--- src/rtl/out_fm_tile_ld_ctrl.sv ---
// Tile-load sequencer for out_fm: walks every (n,row,col) tile of a layer, issues one
// row-burst read per (tn,tr) pair, counts the returned words and holds each tile until released.
module out_fm_tile_ld_ctrl #(
  parameter int unsigned AW              = 16,
  parameter int unsigned CW              = 16,
  parameter int unsigned DW              = 32,
  parameter int unsigned N               = 32,
  parameter int unsigned M               = 32,
  parameter int unsigned R               = 64,
  parameter int unsigned C               = 32,
  parameter int unsigned Tn              = 16,
  parameter int unsigned Tr              = 64,
  parameter int unsigned Tc              = 16,
  parameter int unsigned TILE_ROW_OFFSET = 2,
  parameter int unsigned OUT_FM_BASE     = 0
) (
  input  logic          clk,
  input  logic          rst,
  input  logic          start,
  output logic          busy,
  output logic          layer_done,
  output logic [CW-1:0] tile_base_n,
  output logic [CW-1:0] tile_base_row,
  output logic [CW-1:0] tile_base_col,
  output logic          tile_start,
  output logic          rd_req,
  output logic [AW-1:0] rd_addr,
  output logic [CW-1:0] rd_len,
  input  logic          rd_ack,
  input  logic          fifo_push_tmp,
  output logic          tile_loaded,
  input  logic          tile_release,
  output logic          push_err
);

  localparam int unsigned READ_LENGTH = Tc + TILE_ROW_OFFSET;
  localparam int unsigned TILE_WORDS  = Tn * Tr * READ_LENGTH;
  localparam int unsigned WCW         = $clog2(TILE_WORDS + 1);
  localparam int unsigned XW          = 64;

  // Reject degenerate configurations at elaboration; DW and M carry no logic here.
  if (DW == 0 || M == 0 || Tn == 0 || Tr == 0 || Tc == 0 || AW > XW) begin : g_param_chk
    $error("out_fm_tile_ld_ctrl: illegal parameter set");
  end

  typedef enum logic [2:0] {
    IDLE = 3'd0,
    CFG  = 3'd1,
    LOAD = 3'd2,
    HOLD = 3'd3,
    FIN  = 3'd4
  } state_t;

  state_t         state;
  logic [CW-1:0]  tn;
  logic [CW-1:0]  tr;
  logic [WCW-1:0] word_cnt;
  logic           req_done;

  logic           push_ok;
  logic [WCW-1:0] cnt_nxt;
  logic           ack_fire;
  logic           last_req;
  logic           tr_wrap;
  logic [CW-1:0]  tn_nxt;
  logic [CW-1:0]  tr_nxt;
  logic           done_nxt;
  logic           col_more;
  logic           row_more;
  logic           n_more;

  assign rd_len = CW'(READ_LENGTH);

  // Burst start address for tile offset (dn,dr); wraps modulo 2^AW.
  function automatic logic [AW-1:0] burst_addr(
    input logic [CW-1:0] bn,
    input logic [CW-1:0] br,
    input logic [CW-1:0] bc,
    input logic [CW-1:0] dn,
    input logic [CW-1:0] dr
  );
    logic [XW-1:0] a;
    a = XW'(OUT_FM_BASE)
      + ((XW'(bn) + XW'(dn)) * XW'(R) + XW'(br) + XW'(dr)) * XW'(C)
      + XW'(bc);
    return AW'(a);
  endfunction

  // Next-cycle view of the request walk and the word count.
  always_comb begin
    push_ok  = (state == LOAD) && fifo_push_tmp && (word_cnt != WCW'(TILE_WORDS));
    cnt_nxt  = word_cnt + WCW'(push_ok);
    ack_fire = (state == LOAD) && rd_req && rd_ack;
    tr_wrap  = (tr == CW'(Tr - 1));
    last_req = tr_wrap && (tn == CW'(Tn - 1));
    tn_nxt   = tr_wrap ? tn + CW'(1) : tn;
    tr_nxt   = tr_wrap ? '0 : tr + CW'(1);
    done_nxt = req_done || (ack_fire && last_req);
    col_more = (XW'(tile_base_col) + XW'(Tc)) < XW'(C);
    row_more = (XW'(tile_base_row) + XW'(Tr)) < XW'(R);
    n_more   = (XW'(tile_base_n) + XW'(Tn)) < XW'(N);
  end

  // Sequencer FSM with registered outputs.
  always_ff @(posedge clk or negedge rst) begin
    if (!rst) begin
      state         <= IDLE;
      busy          <= 1'b0;
      layer_done    <= 1'b0;
      tile_base_n   <= '0;
      tile_base_row <= '0;
      tile_base_col <= '0;
      tile_start    <= 1'b0;
      rd_req        <= 1'b0;
      rd_addr       <= '0;
      tile_loaded   <= 1'b0;
      push_err      <= 1'b0;
      tn            <= '0;
      tr            <= '0;
      word_cnt      <= '0;
      req_done      <= 1'b0;
    end else begin
      tile_start  <= 1'b0;
      tile_loaded <= 1'b0;
      layer_done  <= 1'b0;
      if (fifo_push_tmp && !push_ok) begin
        push_err <= 1'b1;
      end
      case (state)
        IDLE: begin
          if (start) begin
            state         <= CFG;
            busy          <= 1'b1;
            tile_start    <= 1'b1;
            tile_base_n   <= '0;
            tile_base_row <= '0;
            tile_base_col <= '0;
          end
        end
        CFG: begin
          tn       <= '0;
          tr       <= '0;
          word_cnt <= '0;
          req_done <= 1'b0;
          rd_req   <= 1'b1;
          rd_addr  <= burst_addr(tile_base_n, tile_base_row, tile_base_col, '0, '0);
          state    <= LOAD;
        end
        LOAD: begin
          word_cnt <= cnt_nxt;
          if (ack_fire) begin
            if (last_req) begin
              rd_req   <= 1'b0;
              req_done <= 1'b1;
            end else begin
              tn      <= tn_nxt;
              tr      <= tr_nxt;
              rd_addr <= burst_addr(tile_base_n, tile_base_row, tile_base_col, tn_nxt, tr_nxt);
            end
          end
          if (done_nxt && (cnt_nxt == WCW'(TILE_WORDS))) begin
            tile_loaded <= 1'b1;
            state       <= HOLD;
          end
        end
        HOLD: begin
          if (tile_release) begin
            if (col_more) begin
              tile_base_col <= tile_base_col + CW'(Tc);
              tile_start    <= 1'b1;
              state         <= CFG;
            end else if (row_more) begin
              tile_base_col <= '0;
              tile_base_row <= tile_base_row + CW'(Tr);
              tile_start    <= 1'b1;
              state         <= CFG;
            end else if (n_more) begin
              tile_base_col <= '0;
              tile_base_row <= '0;
              tile_base_n   <= tile_base_n + CW'(Tn);
              tile_start    <= 1'b1;
              state         <= CFG;
            end else begin
              layer_done <= 1'b1;
              state      <= FIN;
            end
          end
        end
        FIN: begin
          busy  <= 1'b0;
          state <= IDLE;
        end
        default: state <= IDLE;
      endcase
    end
  end

endmodule

--- config.mk ---
export PLATFORM = sky130hd
export DESIGN_NAME = out_fm_tile_ld_ctrl
export DESIGN_NICKNAME = d
export VERILOG_FILES = /design/src/rtl/out_fm_tile_ld_ctrl.sv
export SDC_FILE = /design/constraint.sdc
export NUM_CORES = 1
export LEC_CHECK = 0
export CAP_MARGIN = 20
export CORE_ASPECT_RATIO = 0.9
export CORE_MARGIN = 2
export CORE_UTILIZATION = 48
export CTS_CLUSTER_SIZE = 8
export DETAILED_ROUTE_END_ITERATION = 16
export DONT_BUFFER_PORTS = 1
export PLACE_DENSITY = 0.67
export SYNTH_ARGS = -nofsm -noshare
export SYNTH_HDL_FRONTEND = slang
export SYNTH_SLANG_ARGS = --single-unit
export TNS_END_PERCENT = 1
--- constraint.sdc ---
create_clock -name clk -period 6.45 [get_ports clk]
set_input_delay 1.29 -clock clk [delete_from_list [all_inputs] [get_ports clk]]
set_output_delay 1.29 -clock clk [all_outputs]
set_load 0.1 [all_outputs]
==> reports/results.txt, run 1 <==
slew at the pin closest to its max-slew limit: 1.13 ns
Slew headroom: 24.7%
P_leak: 3.18 nW
length of the first detailed-routing pass in iterations: 7
residual antenna-violating net count after detailed routing: 0
clock tree root driver cell: sky130_fd_sc_hd__clkbuf_16
sequence of cells on the critical path: or4_4, nor4_4, and2_1, nand2_1, a21boi_0, fa_1, inv_1, ha_1, nor2_1, nor2_1, nand2_1, xor2_1, o21ai_0, ha_1, and3_1, a2111oi_0, xor2_1, o21ai_0
Setup violations, final: 0
cell total after placement: 883
number of top-level pins: 92
largest cells by area after synthesis: sky130_fd_sc_hd__dfrtp_1 39%, sky130_fd_sc_hd__ha_1 4.8%, sky130_fd_sc_hd__o21ai_0 4.3%, sky130_fd_sc_hd__buf_4 4.1%, sky130_fd_sc_hd__nand2_1 4.1%
via density per instance: 5.77
Power per Cell Area: 217 mW/mm^2
antenna violations before repair: 0
synth unique cells: 65
total congestion overflow: 0
result of the run: finished, final reports clean
area of the multi-input gates: 0.00364 mm^2
maximum number of pins on one net before global-route repair: 104
height of the die: 115 um
slowest stage delay, CP: 0.56 ns
Slew Limit Fails: 0
Placer Congestion: 0.860
total clock sinks: 103
number of synthesized register bits: 103
global-route usage over all layers: 20.6%
detailed placer's ending HPWL: 10,500 um
via count of the first global-routing pass: 4,890
top post-synthesis cells by count: 103 x sky130_fd_sc_hd__dfrtp_1, 71 x sky130_fd_sc_hd__nand2_1, 69 x sky130_fd_sc_hd__nor2_1, 56 x sky130_fd_sc_hd__o21ai_0, 36 x sky130_fd_sc_hd__buf_4
peak supply drop: 0.183 mV
max-cap viol count: 0
sum of buffers and inverters on the critical path: 1
Detailed Route Iter0 Violations: 326
path type of the worst setup path: reg2reg
CP top delay family: simple AND/OR/NAND/NOR gates
Slowest-stage cell, CP: sky130_fd_sc_hd__or4_4
clock skew after layout: 0.00685 ns
H-Tree Level Count: 3
Finished Layout Cells: 899
largest driver fanout on the critical path: 8
clock period minus worst slack: 4.81 ns
Syn. warnings: 0
Layout area overhead: 5.56%
starting density of the core: 49.0%
TritonCTS buffer count: 9
setup TNS: 0 ns
Inserted Diodes: 0
area fraction of the dominant cell type after synthesis: 39.5%
Die Outline Area: 0.0145 mm^2
# nets final: 764
Worst EP required: 6.65 ns
Post-synth EDFFs: 0
synthesized instance count: 733
Fill cells: 1,232
share of the yosys chip area belonging to registers: 39.5%
routed length per placed instance: 16.1 um
Arr. time, crit path: 5.01 ns
setup repair after global routing missed its margin: no
share of the cycle needed by the critical path after routing: 74.6%
row cnt: 40
share of final-layout standard cells stronger than drive strength 1: 4.92%
total routed wirelength: 14,500 um
maximum clock path buffer count: 2
highest clock frequency the design can meet: 0.208 GHz
first-pass GRT wire length: 24,200 um
TritonCTS clock tree: done
clock slew at reported path FFs: 0.07 ns
most common cell in the netlist: sky130_fd_sc_hd__dfrtp_1
DRC violation count after routing: 0
area inside the core boundary: 0.0133 mm^2
post-synthesis async set-or-reset flop share: 100%
vias post-DR: 5,184
synthesized area divided by synthesized cell count: 8.90 um^2
number of setup buffers added after CTS: 0
Worst Setup End Kind: register
Post-Syn Area: 0.00653 mm^2
count of endpoints failing hold in the final timing report: 0
path class of the lowest-slack min-delay path: reg2reg
CTS Hold Bufs: 0
Most used DFF post-synth: sky130_fd_sc_hd__dfrtp_1
kind of start point of the critical path: register
Port Buffers: 0
Die W: 127 um
quantity of gates resized following cts: 0
sequential cell area: 0.00258 mm^2
cell taking the most area after synthesis: sky130_fd_sc_hd__dfrtp_1
clock network latency to the later pin of the worst-skew pair: 0.36 ns
[cell usage in the layout (no fill, tap or decap), types with 3 or more instances in the layout]
cell / instances
sky130_fd_sc_hd__nor3b_1: 5
sky130_fd_sc_hd__or3_1: 4
sky130_fd_sc_hd__ha_1: 25
sky130_fd_sc_hd__buf_4: 7
sky130_fd_sc_hd__nor4_1: 10
sky130_fd_sc_hd__o31ai_1: 14
sky130_fd_sc_hd__xnor2_1: 20
sky130_fd_sc_hd__o21ai_0: 56
sky130_fd_sc_hd__dfrtp_1: 103
sky130_fd_sc_hd__nand3_1: 30
sky130_fd_sc_hd__a21o_1: 9
sky130_fd_sc_hd__inv_1: 20
sky130_fd_sc_hd__nand4_1: 15
sky130_fd_sc_hd__nor3_1: 17
sky130_fd_sc_hd__fa_1: 6
sky130_fd_sc_hd__nand2b_1: 9
sky130_fd_sc_hd__mux2_2: 5
sky130_fd_sc_hd__o41ai_1: 7
sky130_fd_sc_hd__conb_1: 41
sky130_fd_sc_hd__o21ai_1: 4
sky130_fd_sc_hd__nand3b_1: 3
sky130_fd_sc_hd__nor2b_1: 32
sky130_fd_sc_hd__a21oi_1: 26
sky130_fd_sc_hd__a31oi_1: 8
sky130_fd_sc_hd__clkbuf_16: 9
sky130_fd_sc_hd__xor2_1: 28
sky130_fd_sc_hd__mux2i_1: 4
sky130_fd_sc_hd__bufinv_16: 3
sky130_fd_sc_hd__nor2_1: 69
sky130_fd_sc_hd__and2_1: 4
sky130_fd_sc_hd__nand2_1: 71
sky130_fd_sc_hd__and3_1: 19
sky130_fd_sc_hd__a2111oi_0: 4
[layer usage]
layer	global-route usage (%)	share of wire (%)	vias to the layer above
met1	27.6	47	2522
met3	5.65	4.8	16
li1	-	-	2504
met5	0	0	-
met4	5.57	1.3	0
met2	33.1	47	142
[state kept, by name (all words and copies together), names as in the netlist, 3 cells and up]
name,flops
rd_addr,12
state,3
tile_base_col,12
tile_base_n,12
tile_base_row,10
tn,16
tr,16
word_cnt,15
[through the flow]
stage | hold WS [ns] | cell area [um^2] | worst slack (ns) | power [mW] | utilization, %
finish | 0.521 | 6890 | 1.64 | 1.49 | 51.7
global route | 0.543 | 6890 | 1.29 | 1.54 | 51.7
CTS | 0.515 | 6880 | 1.66 | 1.51 | 51.7
detailed placement | 0.506 | 6550 | 1.66 | 0.881 | 49.2
global placement | 0.486 | 6550 | 1.82 | 0.876 | 49.2
floorplan | 0.464 | 6670 | 1.95 | 0.879 | -
[cell families (layout without fill, tap and decap cells)]
| group | count (synthesis) | after routing | synth area share (%) |
|---|---|---|---|
| AOI/OAI and AO/OA | 151 | 151 | 14.7 |
| adders and majority gates | 31 | 31 | 6.63 |
| and+or+nand+nor | 306 | 306 | 24.0 |
| buffers and inverters | 83 | 42 | 7.13 |
| xor gates and xnor gates | 48 | 48 | 6.44 |
| DFF | 103 | 103 | 39.5 |
| other | 2 | 41 | 0.115 |
| muxes | 9 | 9 | 1.48 |
[layout make-up]
cell class / count / area share [%]
timing repair buffer: 7 / 0.763
clock buffer: 9 / 3.27
multi-input combinational: 586 / 52.8
tap: 168 / 3.05
sequential: 103 / 37.4
clock inverter: 6 / 1.58
inverter: 20 / 1.09
[final timing paths]
path	from	to	slack (ns)	depth (start not counted)
worst max-delay path	tr[6]	rd_addr[14]	1.64	18
worst min-delay path	word_cnt[8]	word_cnt[8]	0.52	1
worst max register to register	tr[6]	rd_addr[14]	1.64	18
worst min register to register	word_cnt[8]	word_cnt[8]	0.52	1
max in group asynchronous	rst	tr[12]	5.66	0
min in group asynchronous	rst	tile_base_n[11]	0.63	0
[where the power goes]
group	switching [mW]	internal (mW)
combinational	0.131	0.0376
clock	0.246	0.377
sequential	0.0390	0.664
(Power assumes the default switching activity.)
==> run 2: changes to the inputs <==
--- a/config.mk
+++ b/config.mk
@@ -12,7 +12,7 @@
 export CTS_CLUSTER_SIZE = 8
 export DETAILED_ROUTE_END_ITERATION = 16
 export DONT_BUFFER_PORTS = 1
-export PLACE_DENSITY = 0.67
+export PLACE_DENSITY = 0.69
 export SYNTH_ARGS = -nofsm -noshare
 export SYNTH_HDL_FRONTEND = slang
 export SYNTH_SLANG_ARGS = --single-unit
==> constraint.sdc (replaced) <==
create_clock -name clk -period 3.96 [get_ports clk]
set_input_delay 0.792 -clock clk [delete_from_list [all_inputs] [get_ports clk]]
set_output_delay 0.792 -clock clk [all_outputs]
set_load 0.1 [all_outputs]
==> run 2 against run 1 <==
Against the previous run:
- sequential share of layout area fell by 3.5 points
- critical path type unchanged
- combinational power is 85% higher
- largest power group unchanged
- critical path depth is 1 higher
- clock power is 32% higher
- the flow now finishes with violations (negative setup slack)
- sequential power increased by 61%
- maximum frequency increased by 16%
- design area is 10% higher
- wire length increased by 8.3%
- core utilization up 5.4 points
- first-iteration DRC count up 63%
- count of clock-buffer cells in the layout grew 2
==> reports/results.txt, run 2 (synthesis gave the netlist of run 1 again) <==
failing checks: negative setup slack
vias post-DR: 5,479 (+5.7%)
P_leak: 3.61 nW (+14%)
Power per Cell Area: 298 mW/mm^2 (+37%)
kind of start point of the critical path: register
largest registers: tn x16, tr x16, word_cnt x15
Layout area overhead: 16.5%
Slew headroom: 34.8% (+10 points)
starting density of the core: 49.0% (unchanged)
end of the worst register-to-register path: rd_addr[14]
total clock sinks: 103 (unchanged)
detailed placer's ending HPWL: 11,100 um (+5.7%)
Die W: 127 um (unchanged)
Fill cells: 1,152 (-6.5%)
depth of the worst register-to-register path: 19 (+1)
antenna violations before repair: 0 (unchanged)
via count of the first global-routing pass: 5,406 (+11%)
path type of the worst setup path: reg2reg
clock skew after layout: 0.00984 ns (+0.00299 ns)
Worst EP required: 4.19 ns (-2.46 ns)
max-cap viol count: 0 (unchanged)
Arr. time, crit path: 4.39 ns (-0.62 ns)
height of the die: 115 um (unchanged)
share of the cycle needed by the critical path after routing: 105% (+31 points)
Worst Setup End Kind: register
sequential cell area: 0.00258 mm^2 (unchanged)
TritonCTS buffer count: 9 (unchanged)
maximum clock path buffer count: 2 (unchanged)
peak supply drop: 0.212 mV (+16%)
H-Tree Level Count: 3 (unchanged)
clock tree root driver cell: sky130_fd_sc_hd__clkbuf_16
Die Outline Area: 0.0145 mm^2 (unchanged)
pre-CTS setup slack: -0.245 ns (-1.91 ns)
largest driver fanout on the critical path: 4 (-4)
result of the run: complete, but fails checks
global-route usage over all layers: 22.0% (+1.4 points)
Setup violations, final: 3 (+3)
Slew Limit Fails: 0 (unchanged)
area of the multi-input gates: 0.00381 mm^2 (+4.6%)
DRC violation count after routing: 0 (unchanged)
TritonCTS clock tree: done
total congestion overflow: 0 (unchanged)
row cnt: 40 (unchanged)
Placer Congestion: 0.895 (+4.1%)
share of final-layout standard cells stronger than drive strength 1: 17.4% (+12 points)
first-pass GRT wire length: 26,000 um (+7.5%)
cell total after placement: 955 (+8.2%)
area inside the core boundary: 0.0133 mm^2 (unchanged)
Detailed Route Iter0 Violations: 531 (+63%)
most common cell after layout, fill and taps aside: sky130_fd_sc_hd__dfrtp_1
length of the first detailed-routing pass in iterations: 5 (-2)
Inserted Diodes: 0 (unchanged)
reg-to-reg slack, setup: -0.20 ns (-1.84 ns)
CTS Hold Bufs: 0 (unchanged)
routed length per placed instance: 16.0 um (-0.68%)
count of endpoints failing hold in the final timing report: 0 (unchanged)
highest clock frequency the design can meet: 0.240 GHz (+16%)
via density per instance: 5.59 (-3.0%)
number of top-level pins: 92 (unchanged)
beginning of the worst register-to-register path: tr[12]
total routed wirelength: 15,700 um (+8.3%)
residual antenna-violating net count after detailed routing: 0 (unchanged)
slew at the pin closest to its max-slew limit: 0.978 ns (-0.152 ns)
Port Buffers: 0 (unchanged)
most used cells in the layout excluding fill and tap cells: 103 x sky130_fd_sc_hd__dfrtp_1, 85 x sky130_fd_sc_hd__buf_4, 69 x sky130_fd_sc_hd__nand2_1
Finished Layout Cells: 980 (+9.0%)
# nets final: 845 (+11%)
maximum number of pins on one net before global-route repair: 104 (unchanged)
clock slew at reported path FFs: 0.07 ns (about the same)
clock network latency to the later pin of the worst-skew pair: 0.35 ns (about the same)
clock period minus worst slack: 4.16 ns (-0.648 ns)
setup repair after global routing missed its margin: yes
setup ws final: -0.201 ns (-1.84 ns)
path class of the lowest-slack min-delay path: in2async
## run 2: cell count changes in the layout (fill, tap and decap cells not counted), moves of 3 or more
cell / previous run / this run
sky130_fd_sc_hd__nor2_1: 69 / 65
sky130_fd_sc_hd__nor2_2: 1 / 5
sky130_fd_sc_hd__ha_4: 0 / 4
sky130_fd_sc_hd__ha_1: 25 / 19
sky130_fd_sc_hd__nor3_1: 17 / 14
sky130_fd_sc_hd__o21ai_1: 4 / 8
sky130_fd_sc_hd__buf_4: 7 / 85
sky130_fd_sc_hd__bufinv_16: 3 / 0
sky130_fd_sc_hd__buf_6: 0 / 3
sky130_fd_sc_hd__o21ai_0: 56 / 52
## run 2: cell type report
type	instances	area share (%)
Clock buffer	11	3.06
Clock inverter	4	0.395
Inverter	20	0.987
Multi-Input combinational cell	586	50.1
Sequential cell	103	33.9
Tap cell	168	2.76
Timing Repair Buffer	88	8.84
## run 2: how the worst max path moves through the flow
stage                  endpoint  slack, ns  cells after the start  startpoint
floorplan           rd_addr[14]      -0.14                     20      tr[13]
global placement    rd_addr[14]      -0.13                     18      tr[15]
detailed placement  rd_addr[14]      -0.25                     19      tr[15]
CTS                 rd_addr[14]      -0.14                     18       tr[6]
global route        rd_addr[14]      -0.43                     21      tr[12]
finish              rd_addr[14]      -0.20                     19      tr[12]
## run 2: where the power goes
| part | switching, mW | leakage [nW] | internal, mW |
|---|---|---|---|
| Sequential | 0.0512 | 1.40 | 1.08 |
| Clock | 0.394 | 0.126 | 0.427 |
| Combinational | 0.236 | 2.09 | 0.0743 |
| Total | 0.681 | 3.61 | 1.58 |
## run 2: through the flow
step / hold WS, ns / util, % / instance area [um^2] / total power, mW / setup TNS, ns
6_report: 0.136 / 57.1 / 7600 / 2.26 / -0.467
5_1_grt: 0.115 / 57.1 / 7600 / 2.35 / -0.987
4_1_cts: 0.122 / 56.2 / 7480 / 2.28 / -0.306
3_5_place_dp: 0.494 / 53.5 / 7120 / 1.44 / -0.526
3_3_place_gp: 0.485 / 53.5 / 7120 / 1.44 / -0.204
2_1_floorplan: 0.464 / - / 6710 / 1.43 / -0.266
## run 2: critical path, cell delays in order (launching register included)
cell and delay [ns]:
sky130_fd_sc_hd__dfrtp_1 0.38, sky130_fd_sc_hd__or4_4 0.55, sky130_fd_sc_hd__nor4_4 0.24, sky130_fd_sc_hd__and2_4 0.21, sky130_fd_sc_hd__buf_6 0.11, sky130_fd_sc_hd__buf_6 0.11
sky130_fd_sc_hd__nand2_4 0.06, sky130_fd_sc_hd__xor2_2 0.16, sky130_fd_sc_hd__fa_1 0.56, sky130_fd_sc_hd__inv_2 0.05, sky130_fd_sc_hd__ha_4 0.26, sky130_fd_sc_hd__xor2_1 0.14
sky130_fd_sc_hd__o21ai_1 0.07, sky130_fd_sc_hd__ha_1 0.32, sky130_fd_sc_hd__buf_6 0.14, sky130_fd_sc_hd__nand3_2 0.07, sky130_fd_sc_hd__nor2_2 0.05, sky130_fd_sc_hd__a2111oi_4 0.34
sky130_fd_sc_hd__xor2_1 0.17, sky130_fd_sc_hd__o21ai_1 0.07
## run 2: metal layers
layer	up-vias	wire, um	GRT usage, %
li1	2657	-	-
met1	2667	7070	29.2
met2	138	7640	37.1
met3	17	803	4.58
met4	0	188	5.27
met5	-	0	0
## run 2: what timing repair did
| action | in CTS | in global routing |
|---|---|---|
| setup buffers | 4 | 6 |
| endpoints found under the setup margin | 3 | 3 |
| gates resized for setup | 12 | 17 |
| pin swaps | 18 | 19 |
